[config.mk]
export PLATFORM = sky130hd
export DESIGN_NAME = fft32_out_reorder
export DESIGN_NICKNAME = d
export VERILOG_FILES = /design/src/rtl/fft32_pkg.sv /design/src/rtl/fft32_pingpong_mem.sv /design/src/rtl/fft32_out_reorder.sv
export SDC_FILE = /design/constraint.sdc
export NUM_CORES = 2
export LEC_CHECK = 0
export CORE_UTILIZATION = 30
export CTS_CLUSTER_SIZE = 25
export DETAILED_ROUTE_END_ITERATION = 12
export SLEW_MARGIN = 20
export SYNTH_ARGS = -nofsm -noshare
export SYNTH_HDL_FRONTEND = slang
export SYNTH_SLANG_ARGS = --single-unit
[constraint.sdc]
create_clock -name clk -period 3.5 [get_ports clk]
set_input_delay 0.35 -clock clk [delete_from_list [all_inputs] [get_ports clk]]
set_output_delay 0.35 -clock clk [all_outputs]
set_load 0.05 [all_outputs]
[src/rtl/fft32_pkg.sv]
// Shared constants, types and index helpers for the 32-point FFT output stage.
package fft32_pkg;

    localparam int FFT_N      = 32;
    localparam int FFT_LOGN   = 5;
    localparam int FFT_OUT_DW = 14;

    typedef struct packed {
        logic signed [FFT_OUT_DW-1:0] r;
        logic signed [FFT_OUT_DW-1:0] i;
    } cplx_t;

    typedef enum logic {
        RD_IDLE   = 1'b0,
        RD_ACTIVE = 1'b1
    } rd_state_t;

    function automatic logic [FFT_LOGN-1:0] bitrev5(input logic [FFT_LOGN-1:0] idx);
        logic [FFT_LOGN-1:0] rev;
        rev = '0;
        for (int unsigned b = 0; b < FFT_LOGN; b++) begin
            rev[b] = idx[FFT_LOGN-1-b];
        end
        return rev;
    endfunction

endpackage

[src/rtl/fft32_pingpong_mem.sv]
// Two-bank frame buffer: one synchronous write port, one asynchronous read port.
module fft32_pingpong_mem #(
    parameter int DW   = 14,
    parameter int LOGN = 5
) (
    input  logic              clk,
    input  logic              we_i,
    input  logic              wr_bank_i,
    input  logic [LOGN-1:0]   wr_addr_i,
    input  logic [2*DW-1:0]   wr_data_i,
    input  logic              rd_bank_i,
    input  logic [LOGN-1:0]   rd_addr_i,
    output logic [2*DW-1:0]   rd_data_o
);

    localparam int NW = 2**LOGN;

    logic [2*DW-1:0] mem_q [2][NW];

    always_ff @(posedge clk) begin
        if (we_i) begin
            mem_q[wr_bank_i][wr_addr_i] <= wr_data_i;
        end
    end

    assign rd_data_o = mem_q[rd_bank_i][rd_addr_i];

endmodule

[src/rtl/fft32_out_reorder.sv]
// Reorders bit-reversed FFT output frames into natural order via a ping-pong buffer,
// emitting each frame as 32 consecutive samples with start/end-of-frame markers.
module fft32_out_reorder
    import fft32_pkg::*;
#(
    parameter int DW   = FFT_OUT_DW,
    parameter int N    = FFT_N,
    parameter int LOGN = FFT_LOGN
) (
    input  logic                 clk,
    input  logic                 rst,
    input  logic                 valid_i,
    input  logic signed [DW-1:0] data_in_r,
    input  logic signed [DW-1:0] data_in_i,
    output logic                 valid_o,
    output logic signed [DW-1:0] data_out_r,
    output logic signed [DW-1:0] data_out_i,
    output logic                 sop_o,
    output logic                 eop_o
);

    localparam logic [LOGN-1:0] LAST = LOGN'(N-1);

    logic [LOGN-1:0]   wr_cnt_q, wr_cnt_d;
    logic [LOGN-1:0]   rd_cnt_q, rd_cnt_d;
    logic              wr_bank_q, rd_bank_q;
    rd_state_t         rd_state_q;
    logic              frame_done;
    logic [2*DW-1:0]   rd_word;
    logic              valid_q, sop_q, eop_q;
    logic signed [DW-1:0] dout_r_q, dout_i_q;

    always_comb begin
        wr_cnt_d   = wr_cnt_q + LOGN'(1);
        rd_cnt_d   = rd_cnt_q + LOGN'(1);
        frame_done = valid_i && (wr_cnt_q == LAST);
    end

    fft32_pingpong_mem #(
        .DW   (DW),
        .LOGN (LOGN)
    ) u_mem (
        .clk       (clk),
        .we_i      (valid_i),
        .wr_bank_i (wr_bank_q),
        .wr_addr_i (bitrev5(wr_cnt_q)),
        .wr_data_i ({data_in_r, data_in_i}),
        .rd_bank_i (rd_bank_q),
        .rd_addr_i (rd_cnt_q),
        .rd_data_o (rd_word)
    );

    always_ff @(posedge clk or posedge rst) begin
        if (rst) begin
            wr_cnt_q   <= '0;
            rd_cnt_q   <= '0;
            wr_bank_q  <= 1'b0;
            rd_bank_q  <= 1'b0;
            rd_state_q <= RD_IDLE;
            valid_q    <= 1'b0;
            sop_q      <= 1'b0;
            eop_q      <= 1'b0;
            dout_r_q   <= '0;
            dout_i_q   <= '0;
        end else begin
            if (valid_i) begin
                wr_cnt_q <= wr_cnt_d;
            end

            if (rd_state_q == RD_ACTIVE) begin
                dout_r_q <= rd_word[2*DW-1:DW];
                dout_i_q <= rd_word[DW-1:0];
                valid_q  <= 1'b1;
                sop_q    <= (rd_cnt_q == '0);
                eop_q    <= (rd_cnt_q == LAST);
                rd_cnt_q <= rd_cnt_d;
                if (rd_cnt_q == LAST) begin
                    rd_state_q <= RD_IDLE;
                end
            end else begin
                valid_q <= 1'b0;
                sop_q   <= 1'b0;
                eop_q   <= 1'b0;
            end

            // A completing frame overrides the end-of-read idle so back-to-back frames stream without a bubble.
            if (frame_done) begin
                wr_bank_q  <= ~wr_bank_q;
                rd_bank_q  <= wr_bank_q;
                rd_cnt_q   <= '0;
                rd_state_q <= RD_ACTIVE;
            end
        end
    end

    assign valid_o    = valid_q;
    assign sop_o      = sop_q;
    assign eop_o      = eop_q;
    assign data_out_r = dout_r_q;
    assign data_out_i = dout_i_q;

endmodule

Word level (Yosys, flattened, before mapping)
Memories as Yosys holds them, arrays and structs flattened.
Cells that the tools add are included.
Word-level totals
  register bits after elaboration: 44
  bits in writable memories: 1792
  input bits: 31
  output and inout port bits: 31
  word-level logic and storage cells: 40
  memories: 1
Memory list
  u_mem.mem_q: depth 2, bits a word 896, read ports 1, clocked after Yosys merged registers in 0, write ports 1, RTL line fft32_pingpong_mem.sv:18  | logic [2*DW-1:0] mem_q [2][NW];
Operators by class
  add/sub/neg operators: 2
  magnitude comparators: 3
  eq/ne operators: 2
  mux-type cells: 15
  bitwise gates (word level): 3
  reductions and logical operators: 4
Operators with widths (count)
  $mux 896: 1
  $bmux 28 s5: 1
  $demux 28 s5: 1
  $mux 28: 3
  $ge 6x6->1 const B: 2
  $not 5->6: 2
  $add 5x1->5 const B: 2
  $eq 5x5->1 const B: 2
  $mux 5: 2
  $mux 1: 7
  $lt 6x1->1 const B: 1
  $logic_not 5->1: 1
  $logic_and 1x1->1: 2
  $reduce_bool 2->1: 1
  $not 1->1: 1

Depth between registers and ports, before layout
  depth after elaboration: 6
  mapped depth: 12
  gate-level depth less buffers: 6

Modules after synthesis
A second synthesis with hierarchy kept.
Unflattened totals
  cells, all modules: 3061
  area, all modules: 70482.6 sq um
By module, submodules not included
  fft32_pingpong_mem: times used 1, cells an instance 2945, area each 68677.1 sq um, sequential area each 53811.6 sq um
  fft32_out_reorder: times used 1, cells an instance 116, area each 1805.5 sq um, sequential area each 1101.1 sq um

Worst setup path before layout
Ideal clock, no wire load.
  kind: reg-to-reg
  from: register wr_cnt_q[0]
  to: memory u_mem.mem_q[0][504] (netlist name), enable pin
  setup time: 0.448 ns
  data arrival time: 2.807 ns
  data required time: 3.052 ns
  slack: 0.245 ns
  cell stages (with the launch flop): 5
  path buffers: 0
  period minus slack after synthesis: 3.255 ns
  path through: dfrtp_1 -> inv_1 -> ha_1 -> nand4_1 -> nor3_1
On the way
  longest elaborated chain between the ends: 6
  elaborated cells between the ends (all ways): 7
  classes of those cells: order compare: 2; mux: 3; bitwise: 1; reduce/logical: 1
Ends and longest elaborated chain
  start: declaration: RTL line fft32_out_reorder.sv:24  | logic [LOGN-1:0] wr_cnt_q, wr_cnt_d;
  start signal: assignment: RTL line fft32_out_reorder.sv:67  | wr_cnt_q <= wr_cnt_d;
  $not 5->6 (implied by the code) (*): RTL line fft32_pingpong_mem.sv:22  | mem_q[wr_bank_i][wr_addr_i] <= wr_data_i;
  $ge 6x6->1 (implied by the code) / $lt 6x1->1 (equally long branches): RTL line fft32_pingpong_mem.sv:22
  $logic_and 1x1->1 (implied by the code): RTL line fft32_pingpong_mem.sv:22
  $mux 28 (implied by the code): RTL line fft32_pingpong_mem.sv:22
  $demux 28 s5 (*): RTL line fft32_pingpong_mem.sv:22
  $mux 896 (implied by the code) (*): RTL line fft32_pingpong_mem.sv:22
  end: declaration: RTL line fft32_pingpong_mem.sv:18
Mark *: on every way between the ends. The rest lies on a longest branch, timed or not.

Worst setup path after layout
  from: register rd_bank_q
  to: register dout_r_q[13] (netlist: data_out_r[13])
On the way
  longest elaborated chain between the ends: 4
Ends and longest elaborated chain
  start: declaration: RTL line fft32_out_reorder.sv:26  | logic wr_bank_q, rd_bank_q;
  start signal: assignment: RTL line fft32_out_reorder.sv:89  | rd_bank_q <= wr_bank_q;
  $mem_v2 2x896
  $bmux 28 s5: RTL line fft32_pingpong_mem.sv:26  | assign rd_data_o = mem_q[rd_bank_i][rd_addr_i];
  $mux 28 (implied by the code) (2 in series): RTL line fft32_pingpong_mem.sv:26
  end signal: assignment: RTL line fft32_out_reorder.sv:71  | dout_r_q <= rd_word[2*DW-1:DW];
  end: declaration: RTL line fft32_out_reorder.sv:31  | logic signed [DW-1:0] dout_r_q, dout_i_q;
No other way between the ends. The select of a mux whose other input is x is not followed.
A chain may end at the register's enable or synchronous reset.

==> impl_metrics.prom <==
# TYPE chip_impl_metric gauge
chip_impl_info{name="cts_root_buf",value="clkbuf_16"} 1
chip_impl_metric{name="routed_via_density",unit=""} 5.130
chip_impl_info{name="holdCritPathClass",value="in -> reg"} 1
chip_impl_metric{name="total_power",unit="mW"} 57.84
chip_impl_metric{name="hold_viol",unit=""} 0
chip_impl_metric{name="floorplan.die_area",unit="um2"} 236800
chip_impl_info{name="synth_top_cells_by_count",value="edfxtp_1, mux4_2, mux2i_1, nor2_1, nand2_1"} 1
chip_impl_metric{name="drt_iter0_drc",unit=""} 4061
chip_impl_info{name="r2r-end",value="data_out_r[13]$_DFFE_PP0P_"} 1
chip_impl_metric{name="period_minus_slack",unit="ps"} 3201
chip_impl_metric{name="utilization",unit=""} 0.3549
chip_impl_metric{name="worstRegToRegCells",unit=""} 6
chip_impl_metric{name="num_io_pins",unit=""} 62
chip_impl_info{name="critPathCaptureType",value="flip-flop"} 1
chip_impl_metric{name="std_cell_rows",unit=""} 177
chip_impl_metric{name="setup_repair_bufs_after_cts",unit=""} 0
chip_impl_metric{name="postRouteWirelength",unit="um"} 186600
chip_impl_info{name="timing.rr.start",value="rd_bank_q$_DFFE_PP0P_"} 1
chip_impl_metric{name="pin_count_of_the_biggest_net_entering_global_routing",unit=""} 70
chip_impl_info{name="run_status",value="completed"} 1
chip_impl_info{name="hold_sp",value="data_in_r[4]"} 1
chip_impl_metric{name="worst_slew_pin_slew",unit="ps"} 1088
chip_impl_metric{name="holdBufCountCts",unit=""} 0
chip_impl_metric{name="critPathArrivalTime",unit="ps"} 3870
chip_impl_metric{name="syn-num-nets",unit=""} 3173
chip_impl_metric{name="ctsLongestPathBuffers",unit=""} 3
chip_impl_metric{name="grt_antenna_before_repair",unit=""} 7
chip_impl_metric{name="grt_pass1_vias",unit=""} 34960
chip_impl_metric{name="drive_above_1_share",unit=""} 0.2941
chip_impl_metric{name="synth-seq-area-share",unit=""} 0.7794
chip_impl_metric{name="placement.io_buffers",unit=""} 61
chip_impl_info{name="critical_path_class",value="reg -> reg"} 1
chip_impl_metric{name="max_clock_freq",unit="GHz"} 0.3124
chip_impl_metric{name="cts.sink_count",unit=""} 1836
chip_impl_metric{name="floorplan.initialDensity",unit=""} 0.3024
chip_impl_metric{name="finalSetupViolCount",unit=""} 0
chip_impl_metric{name="detail-route-antenna-nets",unit=""} 0
chip_impl_metric{name="syn_area",unit="um2"} 70450
chip_impl_metric{name="routabilityCongestion",unit=""} 0.8083
chip_impl_metric{name="synthToLayoutAreaGrowth",unit="%"} 17.35
chip_impl_metric{name="dpl.hpwl",unit="um"} 111200
chip_impl_metric{name="max-cap-violations",unit=""} 0
chip_impl_metric{name="ys_ff_latch",unit=""} 1836
chip_impl_metric{name="netlist-cell-type-count",unit=""} 56
chip_impl_metric{name="synth_edf_count",unit=""} 1792
chip_impl_metric{name="synth_largest_type_area_fraction",unit=""} 0.7638
chip_impl_metric{name="fin_tns_setup",unit="ps"} 0
chip_impl_info{name="startpoint_type",value="flip-flop"} 1
chip_impl_metric{name="worst_ir_drop_vdd",unit="V"} 0.0005843
chip_impl_info{name="synth_top_cells_by_area",value="edfxtp_1, mux4_2, mux2i_1, dfrtp_1, a22oi_1"} 1
chip_impl_metric{name="data_required_critical_path",unit="ps"} 4170
chip_impl_info{name="yosys.cell_count.top_type",value="edfxtp_1"} 1
chip_impl_metric{name="synthCells",unit=""} 3133
chip_impl_info{name="grt_setup_unrepaired",value="no"} 1
chip_impl_metric{name="num-nets-final",unit=""} 3482
chip_impl_metric{name="grt_first_pass_wirelength",unit="um"} 264800
chip_impl_metric{name="slew_headroom",unit=""} 0.2744
chip_impl_metric{name="setup_ws",unit="ps"} 299.1
chip_impl_metric{name="ctsHtreeMaxLevel",unit=""} 4
chip_impl_metric{name="worst_setup_hold_path_clk_slew",unit="ps"} 60
chip_impl_metric{name="path_max_fanout",unit=""} 18
chip_impl_metric{name="via_count",unit=""} 34550
chip_impl_metric{name="route.detailed.wl_per_inst",unit="um"} 27.70
chip_impl_metric{name="clkLatencyLatePin",unit="ps"} 820
chip_impl_metric{name="timing.reg2reg.setup_slack",unit="ps"} 300
chip_impl_metric{name="hold-worst-slack",unit="ps"} 57.59
chip_impl_info{name="cts_tree",value="built"} 1
chip_impl_info{name="worst_hold_path.endpoint",value="u_mem.mem_q[1][858]$_DFFE_PP_"} 1
chip_impl_metric{name="floorplan.die.width",unit="um"} 486.6
chip_impl_metric{name="synth.avg_cell_area",unit="um2"} 22.49
chip_impl_metric{name="core_area",unit="um2"} 233000
chip_impl_metric{name="remaining_drc_errors",unit=""} 0
chip_impl_metric{name="synthesis.yosys.warnings",unit=""} 0
chip_impl_metric{name="synth-async-reset-ratio",unit=""} 0.02397
chip_impl_metric{name="final_max_slew_viol_count",unit=""} 0
chip_impl_metric{name="static-leakage-power",unit="nW"} 25.16
chip_impl_metric{name="post_cts_resized",unit=""} 0
chip_impl_metric{name="die-height",unit="um"} 486.6
chip_impl_metric{name="layout.filler_cells",unit=""} 21450
chip_impl_metric{name="holdPathStages",unit=""} 1
chip_impl_info{name="synth_area_leader_cell",value="edfxtp_1"} 1
chip_impl_info{name="dominantRegCellSynth",value="edfxtp_1"} 1
chip_impl_metric{name="globalRoute.totalOverflow",unit=""} 0
chip_impl_metric{name="final_min_period_over_clock_period",unit=""} 0.9145
chip_impl_metric{name="dr.pass1.iters",unit=""} 6
chip_impl_metric{name="clock-skew-final",unit="ps"} 31.94
chip_impl_metric{name="cts_inserted_buffers",unit=""} 180
chip_impl_metric{name="place_worst_setup_slack",unit="ps"} 281.2
chip_impl_metric{name="power.density",unit="nW/um2"} 699.6
chip_impl_metric{name="groute.usage.overall",unit=""} 0.1563
==> power by group <==
part           total, mW  internal [mW]  switching, mW
combinational       12.6           5.07           7.51
sequential          26.0           25.1          0.845
clock               19.3           10.9           8.33
==> layer usage <==
metal | vias up | GRT usage | part of all wire
li1 | 13900 | - | -
met2 | 1546 | 0.2512 | 0.48
met5 | - | 0 | 0.000070
met3 | 242 | 0.02257 | 0.071
met1 | 18860 | 0.2187 | 0.42
met4 | 2 | 0.04785 | 0.026
==> worst max-delay path: stages (launching register included) <==
cell	delay (ps)
dfrtp_4	660
buf_12	250
buf_4	230
mux4_2	540
mux4_2	500
a221oi_1	740
nor3_1	90
==> through the flow <==
stage               std cells  cell area, um2
floorplan                3133           70450
global placement         6392           76740
detailed placement       6392           76740
CTS                      6730           82650
global route             6730           82660
finish                   6735           82680
==> layout make-up <==
cell class                      count  area, um2  area share
Clock inverter                     89      907.1     0.01097
Inverter                            9      36.28   0.0004389
Sequential cell                  1836      54930      0.6644
Timing Repair Buffer              299       2860     0.03460
Multi-Input combinational cell   1116      15010      0.1816
Tap cell                         3132       3919     0.04740
Clock buffer                      249       4997     0.06044
Antenna cell                        5      12.51   0.0001513
==> flip-flops by register name, indices dropped and copies added (netlist names), 5 cells and up <==
signal       flops
u_mem.mem_q   1792
rd_cnt_q         5
data_out_i      14
data_out_r      14
wr_cnt_q         5
==> logic make-up after synthesis <==
| logic type | after synthesis | share of synthesized area |
|---|---|---|
| AOI/OAI and AO/OA | 200 | 0.02154 |
| xor gates and xnor gates | 7 | 0.0008702 |
| adders and majority gates | 9 | 0.001598 |
| buffers and inverters | 181 | 0.01430 |
| DFF | 1836 | 0.7794 |
| muxes | 593 | 0.1621 |
| and+or+nand+nor | 307 | 0.02014 |
==> how the worst max path moves through the flow <==
stage / endpoint / cells after the start / start
after floorplan: u_mem.mem_q[0][504]$_DFFE_PP_ / 4 / wr_cnt_q[0]$_DFFE_PP0P_
after global placement: data_out_r[13]$_DFFE_PP0P_ / 6 / rd_bank_q$_DFFE_PP0P_
after detailed placement: data_out_r[13]$_DFFE_PP0P_ / 6 / rd_bank_q$_DFFE_PP0P_
after CTS: data_out_r[13]$_DFFE_PP0P_ / 6 / rd_bank_q$_DFFE_PP0P_
after global routing: data_out_r[13]$_DFFE_PP0P_ / 6 / rd_bank_q$_DFFE_PP0P_
final: data_out_r[13]$_DFFE_PP0P_ / 6 / rd_bank_q$_DFFE_PP0P_
==> placed cells by master (no fill, tap or decap), types with 33 or more instances in the layout <==
| cell | count |
|---|---|
| mux2i_1 | 142 |
| clkbuf_16 | 183 |
| clkdlybuf4s50_1 | 33 |
| buf_4 | 197 |
| nand2_1 | 89 |
| dfrtp_1 | 39 |
| clkbuf_1 | 49 |
| buf_12 | 47 |
| nor2_1 | 35 |
| a22oi_1 | 57 |
| mux4_2 | 437 |
| clkinv_2 | 34 |
| nor2_4 | 62 |
| edfxtp_1 | 1792 |
No activity file was read; power rests on OpenSTA's default activity.
